### config.mk
export PLATFORM = sky130hd
export DESIGN_NAME = vga_timing_gen_flat
export DESIGN_NICKNAME = d
export VERILOG_FILES = /design/src/rtl/vga_timing_gen_if.sv /design/src/rtl/vga_timing_gen.sv /design/src/flat_wrapper.sv
export SDC_FILE = /design/constraint.sdc
export NUM_CORES = 1
export LEC_CHECK = 0
export CORE_ASPECT_RATIO = 0.7
export CORE_MARGIN = 4
export CORE_UTILIZATION = 34
export CTS_BUF_LIST = sky130_fd_sc_hd__clkbuf_16
export CTS_CLUSTER_SIZE = 8
export DETAILED_ROUTE_END_ITERATION = 10
export GPL_TIMING_DRIVEN = 0
export PLACE_DENSITY = 0.6
export SYNTH_ARGS = -nofsm -noshare
export SYNTH_HDL_FRONTEND = slang
export SYNTH_SLANG_ARGS = --single-unit
### constraint.sdc
create_clock -name pixel_clk -period 3.3 [get_ports pixel_clk]
set_clock_uncertainty 0.15 [all_clocks]
set_input_delay 0.33 -clock pixel_clk [delete_from_list [all_inputs] [get_ports pixel_clk]]
set_output_delay 0.33 -clock pixel_clk [all_outputs]
set_load 0.05 [all_outputs]
### src/rtl/vga_timing_gen_if.sv
// Video output bundle between the timing generator and the DAC/LCD side.
// Carries pixel clock, syncs, display enable and 24-bit RGB.
interface video_if;
  logic        CLK;
  logic        HS;
  logic        VS;
  logic        BLANK;
  logic [23:0] RGB;

  modport master (output CLK, HS, VS, BLANK, RGB);
  modport slave  (input  CLK, HS, VS, BLANK, RGB);
endinterface

### src/rtl/vga_timing_gen.sv
// Parametrised VGA timing generator: grid, bars, stream and solid modes.
// Define VGA_UFLOW_CNT_EN to add the saturating uflow_cnt output.
module vga_timing_gen #(
  parameter int HDISP  = 800,
  parameter int VDISP  = 480,
  parameter int HFP    = 40,
  parameter int HPULSE = 48,
  parameter int HBP    = 40,
  parameter int VFP    = 13,
  parameter int VPULSE = 3,
  parameter int VBP    = 29,
  parameter int HS_POL = 0,
  parameter int VS_POL = 0,
  parameter int GRID   = 16
) (
  input  logic        pixel_clk,
  input  logic        pixel_rst,
  input  logic [1:0]  mode,
  input  logic [23:0] solid_rgb,
  input  logic [23:0] pix_data,
  input  logic        pix_valid,
  output logic        pix_ready,
  output logic        frame_start,
  output logic        underflow,
  input  logic        uflow_clr,
`ifdef VGA_UFLOW_CNT_EN
  output logic [15:0] uflow_cnt,
`endif
  video_if.master     video_ifm
);

  localparam int HTOT = HDISP + HFP + HPULSE + HBP;
  localparam int VTOT = VDISP + VFP + VPULSE + VBP;
  localparam int XW   = $clog2(HTOT);
  localparam int YW   = $clog2(VTOT);

  localparam logic [XW-1:0] XMAX = XW'(HTOT - 1);
  localparam logic [XW-1:0] HACT = XW'(HDISP);
  localparam logic [XW-1:0] HS0  = XW'(HDISP + HFP);
  localparam logic [XW-1:0] HS1  = XW'(HDISP + HFP + HPULSE);
  localparam logic [XW-1:0] GRX  = XW'(GRID);
  localparam logic [XW-1:0] BWX  = XW'(HDISP / 8);
  localparam logic [YW-1:0] YMAX = YW'(VTOT - 1);
  localparam logic [YW-1:0] VACT = YW'(VDISP);
  localparam logic [YW-1:0] VS0  = YW'(VDISP + VFP);
  localparam logic [YW-1:0] VS1  = YW'(VDISP + VFP + VPULSE);
  localparam logic [YW-1:0] GRY  = YW'(GRID);
  localparam logic          HON  = 1'(HS_POL);
  localparam logic          VON  = 1'(VS_POL);

  logic [XW-1:0] x_q, x_d, bar;
  logic [YW-1:0] y_q, y_d;
  logic [1:0]    mode_q, mode_e;
  logic [2:0]    bar_idx;
  logic [23:0]   rgb_q, rgb_d;
  logic          hs_q, vs_q, blank_q, fs_q, uflow_q;
  logic          active, first, uf_set;

  always_comb begin
    x_d = x_q + 1'b1;
    y_d = y_q;
    if (x_q == XMAX) begin
      x_d = '0;
      y_d = (y_q == YMAX) ? '0 : y_q + 1'b1;
    end
    first  = (x_q == '0) && (y_q == '0);
    // the new mode already governs pixel (0,0) of the frame it latches on
    mode_e = first ? mode : mode_q;
    active = (x_q < HACT) && (y_q < VACT);
    pix_ready = active && (mode_e == 2'd2) && !pixel_rst;
    uf_set    = pix_ready && !pix_valid;
    bar     = x_q / BWX;
    bar_idx = (bar > XW'(7)) ? 3'd7 : bar[2:0];
    rgb_d   = '0;
    if (active) begin
      unique case (mode_e)
        2'd0: rgb_d = ((x_q % GRX) == '0 || (y_q % GRY) == '0)
                      ? 24'hFFFFFF : 24'h000000;
        2'd1: begin
          unique case (bar_idx)
            3'd0: rgb_d = 24'hFFFFFF;
            3'd1: rgb_d = 24'hFFFF00;
            3'd2: rgb_d = 24'h00FFFF;
            3'd3: rgb_d = 24'h00FF00;
            3'd4: rgb_d = 24'hFF00FF;
            3'd5: rgb_d = 24'hFF0000;
            3'd6: rgb_d = 24'h0000FF;
            3'd7: rgb_d = 24'h000000;
          endcase
        end
        2'd2: rgb_d = pix_valid ? pix_data : 24'h000000;
        2'd3: rgb_d = solid_rgb;
      endcase
    end
  end

  always_ff @(posedge pixel_clk) begin
    if (pixel_rst) begin
      x_q     <= '0;
      y_q     <= '0;
      mode_q  <= 2'd0;
      hs_q    <= ~HON;
      vs_q    <= ~VON;
      blank_q <= 1'b0;
      rgb_q   <= '0;
      fs_q    <= 1'b0;
      uflow_q <= 1'b0;
    end else begin
      x_q     <= x_d;
      y_q     <= y_d;
      mode_q  <= mode_e;
      hs_q    <= (x_q >= HS0 && x_q < HS1) ? HON : ~HON;
      vs_q    <= (y_q >= VS0 && y_q < VS1) ? VON : ~VON;
      blank_q <= active;
      rgb_q   <= rgb_d;
      fs_q    <= first;
      uflow_q <= uf_set | (uflow_q & ~uflow_clr);
    end
  end

`ifdef VGA_UFLOW_CNT_EN
  logic [15:0] cnt_q;

  always_ff @(posedge pixel_clk) begin
    if (pixel_rst) begin
      cnt_q <= '0;
    end else if (uflow_clr) begin
      cnt_q <= {15'd0, uf_set};
    end else if (uf_set && cnt_q != 16'hFFFF) begin
      cnt_q <= cnt_q + 16'd1;
    end
  end

  assign uflow_cnt = cnt_q;
`endif

  assign video_ifm.CLK   = pixel_clk;
  assign video_ifm.HS    = hs_q;
  assign video_ifm.VS    = vs_q;
  assign video_ifm.BLANK = blank_q;
  assign video_ifm.RGB   = rgb_q;
  assign frame_start     = fs_q;
  assign underflow       = uflow_q;

endmodule

### src/flat_wrapper.sv
// flat-port wrapper written by rule: the top's interface ports become plain ports
module vga_timing_gen_flat 
#(
  parameter int HDISP  = 800,
  parameter int VDISP  = 480,
  parameter int HFP    = 40,
  parameter int HPULSE = 48,
  parameter int HBP    = 40,
  parameter int VFP    = 13,
  parameter int VPULSE = 3,
  parameter int VBP    = 29,
  parameter int HS_POL = 0,
  parameter int VS_POL = 0,
  parameter int GRID   = 16
)
  (pixel_clk, pixel_rst, mode, solid_rgb, pix_data, pix_valid, pix_ready, frame_start, underflow, uflow_clr, video_ifm_CLK, video_ifm_HS, video_ifm_VS, video_ifm_BLANK, video_ifm_RGB);
  video_if video_ifm_i ();
  input  logic pixel_clk;
  input  logic pixel_rst;
  input  logic [1:0] mode;
  input  logic [23:0] solid_rgb;
  input  logic [23:0] pix_data;
  input  logic pix_valid;
  output logic pix_ready;
  output logic frame_start;
  output logic underflow;
  input  logic uflow_clr;
  output wire logic [$bits(video_ifm_i.CLK)-1:0] video_ifm_CLK;
  output wire logic [$bits(video_ifm_i.HS)-1:0] video_ifm_HS;
  output wire logic [$bits(video_ifm_i.VS)-1:0] video_ifm_VS;
  output wire logic [$bits(video_ifm_i.BLANK)-1:0] video_ifm_BLANK;
  output wire logic [$bits(video_ifm_i.RGB)-1:0] video_ifm_RGB;
  assign video_ifm_CLK = video_ifm_i.CLK;
  assign video_ifm_HS = video_ifm_i.HS;
  assign video_ifm_VS = video_ifm_i.VS;
  assign video_ifm_BLANK = video_ifm_i.BLANK;
  assign video_ifm_RGB = video_ifm_i.RGB;
  vga_timing_gen #(.HDISP(HDISP), .VDISP(VDISP), .HFP(HFP), .HPULSE(HPULSE), .HBP(HBP), .VFP(VFP), .VPULSE(VPULSE), .VBP(VBP), .HS_POL(HS_POL), .VS_POL(VS_POL), .GRID(GRID)) u_core (.pixel_clk(pixel_clk), .pixel_rst(pixel_rst), .mode(mode), .solid_rgb(solid_rgb), .pix_data(pix_data), .pix_valid(pix_valid), .pix_ready(pix_ready), .frame_start(frame_start), .underflow(underflow), .uflow_clr(uflow_clr), .video_ifm(video_ifm_i));
endmodule
* Word level (Yosys, flattened, before mapping)
Memory sizes are Yosys's and may differ from the RTL's.
Index checks and enable logic that the tools add are counted.
Widths: inputs -> output; s select.
** Operators by class
- Bitwise gates (word level) :: 4
- Reduce and logical (&&, ||, !) cells :: 17
- Order comparisons :: 7
- Equality and inequality tests :: 5
- Multiplexer cells :: 8
- Divide/modulo/power cells :: 1
- Add/subtract/negate cells :: 2
** Operator list (count)
- $pmux 24 s4 :: 1
- $mux 24 :: 2
- $logic_not 10->1 :: 4
- $add 10x1->10 const B :: 2
- $eq 10x10->1 const B :: 2
- $lt 10x10->1 const B :: 2
- $lt 10x9->1 const B :: 2
- $div 10x7->10 const B :: 1
- $ge 10x10->1 const B :: 1
- $ge 10x9->1 const B :: 1
- $gt 10x3->1 const B :: 1
- $mux 10 :: 1
- $logic_and 1x1->1 :: 7
- $eq 2x2->1 const B :: 2
- $reduce_or 2->1 :: 2
- $mux 3 :: 1
- $eq 2x1->1 const B :: 1
- $logic_not 1->1 :: 2
- $logic_not 2->1 :: 1
- $mux 1 :: 2
- $mux 2 :: 1
- $not 1->1 :: 2
- $and 1x1->1 :: 1
- $logic_or 1x1->1 :: 1
- $or 1x1->1 :: 1
** Word-level totals
- Output and inout port bits :: 31
- Memories kept :: 1
- Memory bits (read-only) :: 192
- Register bits :: 51
** Memory list
- (no name shown) :: depth 8, width 24, rd ports 1, clocked after memory_dff 0, wr ports 0, line vga_timing_gen.sv:80 : unique case (bar_idx)

* Depth between registers and ports, before layout
Gate-level depths: netlist of run 1.
- Depth after elaboration :: 8
- Depth in mapped cells :: 11
- Gate-level depth less buffers :: 9

==> results.sh, run 1 <==
export IMPL_yosysWarnings=0
export IMPL_cp_start_kind="clock port"
export IMPL_report_final_hold_viol_count=0
export IMPL_die_h_um=85.36
export IMPL_netlist_area_um2=2907
export IMPL_power_density_nw_per_um2=506.4
export IMPL_num_fill_cells=796
export IMPL_drcViolationCount=0
export IMPL_syn_nets=401
export IMPL_grt_ovfl_total=0
export IMPL_drv_cap=0
export IMPL_syn_avg_cell_area_um2=8.524
export IMPL_drt_pass1_iter_count=4
export IMPL_io_pins=85
export IMPL_synthToLayoutAreaGrowth_pct=41.11
export IMPL_track_usage=0.1798
export IMPL_finalWeightedCongestion=0.8649
export IMPL_layout_drive_gt1_share=0.1167
export IMPL_synth_common_cells="dfxtp_1 (51), nor2_1 (34), a21oi_1 (19)"
export IMPL_rows=27
export IMPL_grt_busiest_layer="met1"
export IMPL_synthTopCellsByArea="dfxtp_1 (35%), nor2_1 (4.4%), and3_1 (3.7%)"
export IMPL_drtIter0Drc=207
export IMPL_finalWorstSetupSlack_ps=116.5
export IMPL_status="finished clean"
export IMPL_rsz0062_at_grt="false"
export IMPL_worst_pin_slew_ps=743.6
export IMPL_nNetsFinal=496
export IMPL_synth_async_reset_ratio=0
export IMPL_grt_pass1_vias=2817
export IMPL_r2r_slack_ps=330
export IMPL_dpl_worst_slack_ps=-24.05
export IMPL_grt_max_degree=16
export IMPL_io_buffers=84
export IMPL_n_antenna_cell=0
export IMPL_initial_core_util=0.3600
export IMPL_synth_top_cell_area_share=0.3513
export IMPL_ys_seq_elements=51
export IMPL_syn_inst=341
export IMPL_clk_latency_ps=410
export IMPL_cp_required_ps=2820
export IMPL_wl_mm=8.898
export IMPL_core_region_area_um2=8074
export IMPL_met3_usage=0.05596
export IMPL_hold_class="reg -> reg"
export IMPL_peakVddDrop_mv=0.5761
export IMPL_ys_seq_area_frac=0.3513
export IMPL_place_hpwl_mm=6.789
export IMPL_ys_types=59
export IMPL_maxSlewHeadroom=0.5042
export IMPL_p_leak_uw=0.001572
export IMPL_ant_nets=0
export IMPL_critPathMaxFanout=2
export IMPL_grt_pass1_wl_mm=14.54
export IMPL_endpoint_kind="output pin"
export IMPL_vias=2887
export IMPL_synth_top_cell_by_area="dfxtp_1"
export IMPL_arrival_ps=2700
export IMPL_cts_clk_slew_worst_paths_ps=70
export IMPL_synth_most_common_cell="dfxtp_1"
export IMPL_cts_hold_buffers=0
export IMPL_vias_per_cell=5.366
export IMPL_synthFlopType="dfxtp_1"
export IMPL_wl_per_cell_um=16.54
export IMPL_die_area_um2=10120
export IMPL_antenna_found_initial=0
export IMPL_crit_type="clk -> out"
export IMPL_grt_util_met2=0.2540
export IMPL_synth_edf_count=0
export IMPL_grtUsageMet1=0.2571
export IMPL_die_x_um=118.5
export IMPL_holdWs_ps=310.4
export IMPL_tritoncts="yes"
export IMPL_setup_viol=0
export IMPL_slew_viol_final=0
-- cell usage in the layout, fill, tap and decap left out, types with 6 or more instances in the layout --
master,instances
clkdlybuf4s50_1,83
dfxtp_1,51
nor2_1,34
a21oi_1,19
nand3_1,17
and3_1,17
nand2_1,13
inv_1,11
nor2b_1,11
o21ai_0,11
clkbuf_1,10
buf_2,10
o21ai_1,10
a22oi_1,10
a221oi_1,9
xor2_1,9
xnor2_1,8
o211ai_2,8
clkbuf_16,8
ha_1,6
-- state kept, by name (all words and copies together) (netlist names) --
name,flops
u_core.video_ifm.BLANK,1
u_core.mode_q,2
u_core.video_ifm.VS,1
u_core.x_q,10
u_core.y_q,10
u_core.video_ifm.RGB,24
u_core.video_ifm.HS,1
u_core.frame_start,1
u_core.underflow,1
-- what timing repair did --
action                     4_1_cts  5_1_grt
setup endpoints to repair        1        1
pin swaps                        0        1
buffers inserted                 0        1
resized for setup                5        3
-- report_power, final --
group | total, µW | internal [µW] | switching [µW]
combinational | 596 | 224 | 372
sequential | 695 | 678 | 16.8
clock | 786 | 467 | 319
-- per-layer routing --
| layer | vias up | wire length, µm |
|---|---|---|
| met5 | - | 0 |
| met4 | 0 | 108 |
| met3 | 9 | 544 |
| met2 | 78 | 3624 |
| met1 | 1357 | 4622 |
| li1 | 1443 | - |
-- critical path, stage by stage --
cell and delay [ps]:
clkbuf_16 120, clkbuf_16 130, buf_4 120, clkdlybuf4s50_1 690
-- layout make-up --
type                    instances  area [µm²]  share of cell area
plain buffers                  26       132.6             0.03234
clock buffers                   9       210.2             0.05125
clock inverters                 3       16.27            0.003966
inverters                      11       41.29             0.01007
multi-input cells             253        1718              0.4189
flip-flops and latches         51        1021              0.2489
well taps                     101       126.4             0.03081
repair buffers                 84       835.8              0.2038
-- final timing paths --
check	start	end	depth (start not counted)
min reg2reg	u_core.x_q[0]	u_core.x_q[0]	1
max	pixel_clk	video_ifm_CLK	4
max reg2reg	u_core.y_q[0]	u_core.video_ifm.RGB[21]	10
min	u_core.x_q[0]	u_core.x_q[0]	1
-- cells by family (layout without fill, tap and decap cells) --
family          count (synthesis)  after routing  synth area share
simple gates                  131            131            0.2445
compound gates                 97             97            0.2613
flops                          51             51            0.3513
buf+inv                        37            133           0.05898
xor+xnor                       17             17           0.05123
fa+ha+maj                       6              6           0.02583
mux                             2              2          0.006888
-- metrics by stage --
stage               cells    util  power, µW  cell area [µm²]  setup TNS [ps]
floorplan             341       -       1142             2907               0
global placement      526  0.4798       1388             3874          -35.96
detailed placement    526  0.4798       1392             3874          -24.05
CTS                   537  0.5060       2102             4085               0
global route          538  0.5080       2175             4101               0
finish                538  0.5080       2077             4101               0
(Power assumes the default switching activity.)
==> run 2: changes to the inputs <==
MAX_ROUTING_LAYER = met4   (was unset)
==> results.sh, run 2 (synthesized netlist as in run 1, its figures left out) <==
export IMPL_ant_nets=0
export IMPL_slew_viol_final=0
export IMPL_drtIter0Drc=274
export IMPL_min_from="u_core.x_q[0]"
export IMPL_antenna_found_initial=0
export IMPL_synthToLayoutAreaGrowth_pct=41.11
export IMPL_nNetsFinal=496
export IMPL_finalPower_uw=2077
export IMPL_rsz0062_at_grt="false"
export IMPL_final_cells=538
export IMPL_placed_cells=526
export IMPL_whs_endpoint="u_core.x_q[0]"
export IMPL_rr_startpoint="u_core.y_q[0]"
export IMPL_die_area_um2=10120
export IMPL_critPathMaxFanout=2
export IMPL_hold_class="reg -> reg"
export IMPL_die_h_um=85.36
export IMPL_grt_pass1_vias=2812
export IMPL_layout_common_cells="clkdlybuf4s50_1 (83), dfxtp_1 (51), nor2_1 (34), a21oi_1 (19)"
export IMPL_place_hpwl_mm=6.789
export IMPL_vias_per_cell=5.357
export IMPL_grt_max_degree=16
export IMPL_grt_pass1_wl_mm=14.55
export IMPL_endpoint_kind="output pin"
export IMPL_holdWs_ps=312.2
export IMPL_io_buffers=84
export IMPL_crit_type="clk -> out"
export IMPL_layout_drive_gt1_share=0.1167
export IMPL_p_leak_uw=0.001572
export IMPL_reg2reg_to="u_core.video_ifm.RGB[21]"
export IMPL_arrival_ps=2700
export IMPL_rows=27
export IMPL_setup_viol=0
export IMPL_initial_core_util=0.3600
export IMPL_grt_ovfl_total=0
export IMPL_power_density_nw_per_um2=506.5
export IMPL_cp_required_ps=2820
export IMPL_die_x_um=118.5
export IMPL_mostFrequentLayoutCell="clkdlybuf4s50_1"
export IMPL_tritoncts="yes"
export IMPL_wl_mm=8.897
export IMPL_status="finished clean"
export IMPL_worst_pin_slew_ps=743.3
export IMPL_r2r_slack_ps=350
export IMPL_peakVddDrop_mv=0.5756
export IMPL_io_pins=85
export IMPL_core_region_area_um2=8074
export IMPL_drv_cap=0
export IMPL_drt_pass1_iter_count=4
export IMPL_largest_reg_flops=24
export IMPL_n_antenna_cell=0
export IMPL_hold_path_depth=1
export IMPL_cp_start_kind="clock port"
export IMPL_finalWeightedCongestion=0.8790
export IMPL_cts_clk_slew_worst_paths_ps=70
export IMPL_report_final_hold_viol_count=0
export IMPL_vias=2882
export IMPL_drcViolationCount=0
export IMPL_clk_latency_ps=410
export IMPL_maxSlewHeadroom=0.5045
export IMPL_track_usage=0.1849
export IMPL_wl_per_cell_um=16.54
export IMPL_r2r_cells=10
==> run 2: cell counts in the layout (fill, tap and decap cells not counted) <==
Identical to the previous run, type by type.
==> run 2: worst max-delay path by stage <==
stage / slack (ps) / startpoint / cells past startpoint / endpoint
final: 120 / pixel_clk / 4 / video_ifm_CLK
after CTS: 60 / u_core.y_q[0] / 9 / pix_ready
after global routing: 20 / u_core.x_q[3] / 8 / pix_ready
after floorplan: 810 / u_core.y_q[0] / 8 / pix_ready
after global placement: -40 / u_core.y_q[0] / 9 / pix_ready
after detailed placement: -20 / u_core.y_q[0] / 9 / pix_ready
==> run 2: report_power, final <==
group	total (µW)	switching [µW]	internal [µW]
clock	787	320	467
sequential	695	16.8	678
combinational	595	371	224
==> run 2: routing by layer <==
metal	vias up	global-route usage	wire, µm
met3	11	0.05330	571
met5	-	-	0
met1	1351	0.2579	4543
met2	79	0.2540	3655
li1	1441	-	-
met4	0	0.06099	126
==> run 2: timing repair <==
action | 4_1_cts | 5_1_grt
gates cloned | 0 | 0
endpoints found under the hold margin | 0 | 0
hold buffers | 0 | 0
gates resized for setup | 5 | 3
setup endpoints to repair | 1 | 1
buffers inserted | 0 | 1
pin swaps | 0 | 1
==> run 2: area by class of cell <==
class / count / area (µm²)
timing repair buffer: 84 / 835.8
multi-input combinational: 253 / 1718
fill: 796 / 3973
tap: 101 / 126.4
sequential: 51 / 1021
clock inverter: 3 / 16.27
buffer: 26 / 132.6
inverter: 11 / 41.29
clock buffer: 9 / 210.2
==> run 2: per-stage QoR <==
| stage | util | instance area, µm² | setup slack (ps) | setup TNS, ps |
|---|---|---|---|---|
| floorplan | - | 2907 | 814.9 | 0 |
| global placement | 0.4798 | 3874 | -35.96 | -35.96 |
| detailed placement | 0.4798 | 3874 | -24.05 | -24.05 |
| CTS | 0.5060 | 4085 | 59.09 | 0 |
| global route | 0.5080 | 4101 | 21.67 | 0 |
| finish | 0.5080 | 4101 | 116.4 | 0 |
==> run 2: critical path, cell delays in order <==
cell and delay [ps]:
clkbuf_16 120, clkbuf_16 130, buf_4 120, clkdlybuf4s50_1 690
==> run 3: changes to the inputs <==
CTS_CLUSTER_DIAMETER = 120   (was unset)
PLACE_DENSITY = 0.73   (was 0.6)
==> results.sh, run 3 (synthesized netlist as in run 1, its figures left out) <==
export IMPL_vias=3036
export IMPL_critPathMaxFanout=2
export IMPL_n_antenna_cell=0
export IMPL_r2r_cells=10
export IMPL_power_density_nw_per_um2=521.9
export IMPL_maxSlewHeadroom=0.5258
export IMPL_power_frac_comb=0.277
export IMPL_setup_viol=0
export IMPL_die_area_um2=10120
export IMPL_placed_area_um2=3874
export IMPL_drcViolationCount=0
export IMPL_initial_core_util=0.3600
export IMPL_fin_crit_sh=0.9651
export IMPL_dpl_worst_slack_ps=-21.58
export IMPL_worst_pin_slew_ps=711.3
export IMPL_vias_per_cell=5.643
export IMPL_clock_fmax_mhz=314.3
export IMPL_period_needed_ps=3185
export IMPL_min_from="u_core.x_q[0]"
export IMPL_peakVddDrop_mv=0.6253
export IMPL_slowest_delay_ps=690
export IMPL_p_switching_uw=705.9
export IMPL_grt_ovfl_total=0
export IMPL_io_buffers=84
export IMPL_met3_usage=0.05996
export IMPL_antenna_found_initial=0
export IMPL_rows=27
export IMPL_setup_tns_ps=0
export IMPL_fin_area_um2=4124
export IMPL_report_final_hold_viol_count=0
export IMPL_cp_required_ps=2820
export IMPL_finalWorstSetupSlack_ps=115.1
export IMPL_drtIter0Drc=279
export IMPL_reg2reg_to="u_core.video_ifm.RGB[5]"
export IMPL_track_usage=0.1849
export IMPL_slowest_stage="clkdlybuf4s50_1"
export IMPL_layout_drive_gt1_share=0.1167
export IMPL_r2r_slack_ps=260
export IMPL_endpoint_kind="output pin"
export IMPL_grt_max_degree=16
export IMPL_status="finished clean"
export IMPL_place_hpwl_mm=6.690
export IMPL_drv_cap=0
export IMPL_grt_pass1_wl_mm=14.78
export IMPL_grt_busiest_layer="met2"
export IMPL_largest_reg_flops=24
export IMPL_hold_class="reg -> reg"
export IMPL_finalPower_uw=2152
export IMPL_cts_clk_slew_worst_paths_ps=60
export IMPL_whs_endpoint="u_core.x_q[0]"
export IMPL_slew_viol_final=0
export IMPL_ant_nets=0
export IMPL_tritoncts="yes"
export IMPL_crit_type="clk -> out"
export IMPL_clk_latency_ps=410
export IMPL_mostFrequentLayoutCell="clkdlybuf4s50_1"
export IMPL_rr_startpoint="u_core.y_q[0]"
export IMPL_arrival_ps=2700
export IMPL_internal_power_uw=1446
export IMPL_layout_common_cells="clkdlybuf4s50_1 (83), dfxtp_1 (51), nor2_1 (34), a21oi_1 (19)"
export IMPL_drt_pass1_iter_count=4
export IMPL_core_region_area_um2=8074
export IMPL_rsz0062_at_grt="false"
export IMPL_grt_util_met2=0.2779
export IMPL_hold_path_depth=1
export IMPL_cp_start_kind="clock port"
export IMPL_wl_per_cell_um=16.49
export IMPL_die_h_um=85.36
export IMPL_crit_top_cell="clkbuf_16"
export IMPL_grt_pass1_vias=2905
export IMPL_power_share_switching=0.3280
export IMPL_finalWeightedCongestion=0.9364
export IMPL_wl_mm=8.871
export IMPL_synthToLayoutAreaGrowth_pct=41.89
export IMPL_io_pins=85
export IMPL_clkPwrFrac=0.399
export IMPL_grtUsageMet1=0.2392
export IMPL_p_leak_uw=0.001582
export IMPL_path_cells="clkbuf_16 -> clkbuf_16 -> buf_4 -> clkdlybuf4s50_1"
export IMPL_p_seq_frac=0.324
export IMPL_die_x_um=118.5
export IMPL_nNetsFinal=496
[run 3: changes by cell type in the layout (fill, tap and decap cells not counted)]
cell	change
clkinv_1	+1
clkinvlp_4	-1
bufinv_16	+1
inv_1	-1
[run 3: what timing repair did]
action	in CTS	in global routing
endpoints found under the setup margin	1	1
gates cloned	0	0
gates resized for setup	5	3
hold buffers	0	0
setup buffers	0	1
pin swaps	0	1
[run 3: worst max path at each step]
stage	from	to	cells past startpoint
finish	pixel_clk	video_ifm_CLK	4
global route	u_core.y_q[0]	pix_ready	9
CTS	u_core.y_q[0]	pix_ready	9
detailed placement	u_core.y_q[0]	pix_ready	9
global placement	u_core.y_q[0]	pix_ready	9
floorplan	u_core.y_q[0]	pix_ready	8
[run 3: final cells by class]
class / instances / area [µm²]
buffer: 26 / 132.6
clock buffer: 9 / 210.2
clock inverter: 3 / 38.79
fill: 747 / 3950
inverter: 11 / 41.29
multi-input combinational: 253 / 1718
sequential: 51 / 1021
tap: 101 / 126.4
timing repair buffer: 84 / 835.8
[run 3: metal layers]
layer,share of wire,routed length (µm),vias up
met3,0.077,680,19
met5,0,0,-
met2,0.44,3942,121
li1,-,-,1435
met4,0.015,129,0
met1,0.46,4118,1461
[run 3: per-stage QoR]
step | instances | hold WS [ps] | util
2_1_floorplan | 341 | 280.0 | -
3_3_place_gp | 526 | 295.5 | 0.4798
3_5_place_dp | 526 | 306.5 | 0.4798
4_1_cts | 537 | 321.7 | 0.5088
5_1_grt | 538 | 348.2 | 0.5108
6_report | 538 | 314.8 | 0.5108
[run 3: power by group through the flow]
stage          logic [µW]  registers (µW)  clock network (µW)
6_report              596             697                 859
5_1_grt               631             703                 905
4_1_cts               596             698                 872
3_5_place_dp          594             710                86.7
3_3_place_gp          590             709                86.7
2_1_floorplan         164             913                65.3
[run 3: critical path: cells and delay by family]
kind | cells | cell delay, ps
buffers and inverters | 4 | 1060
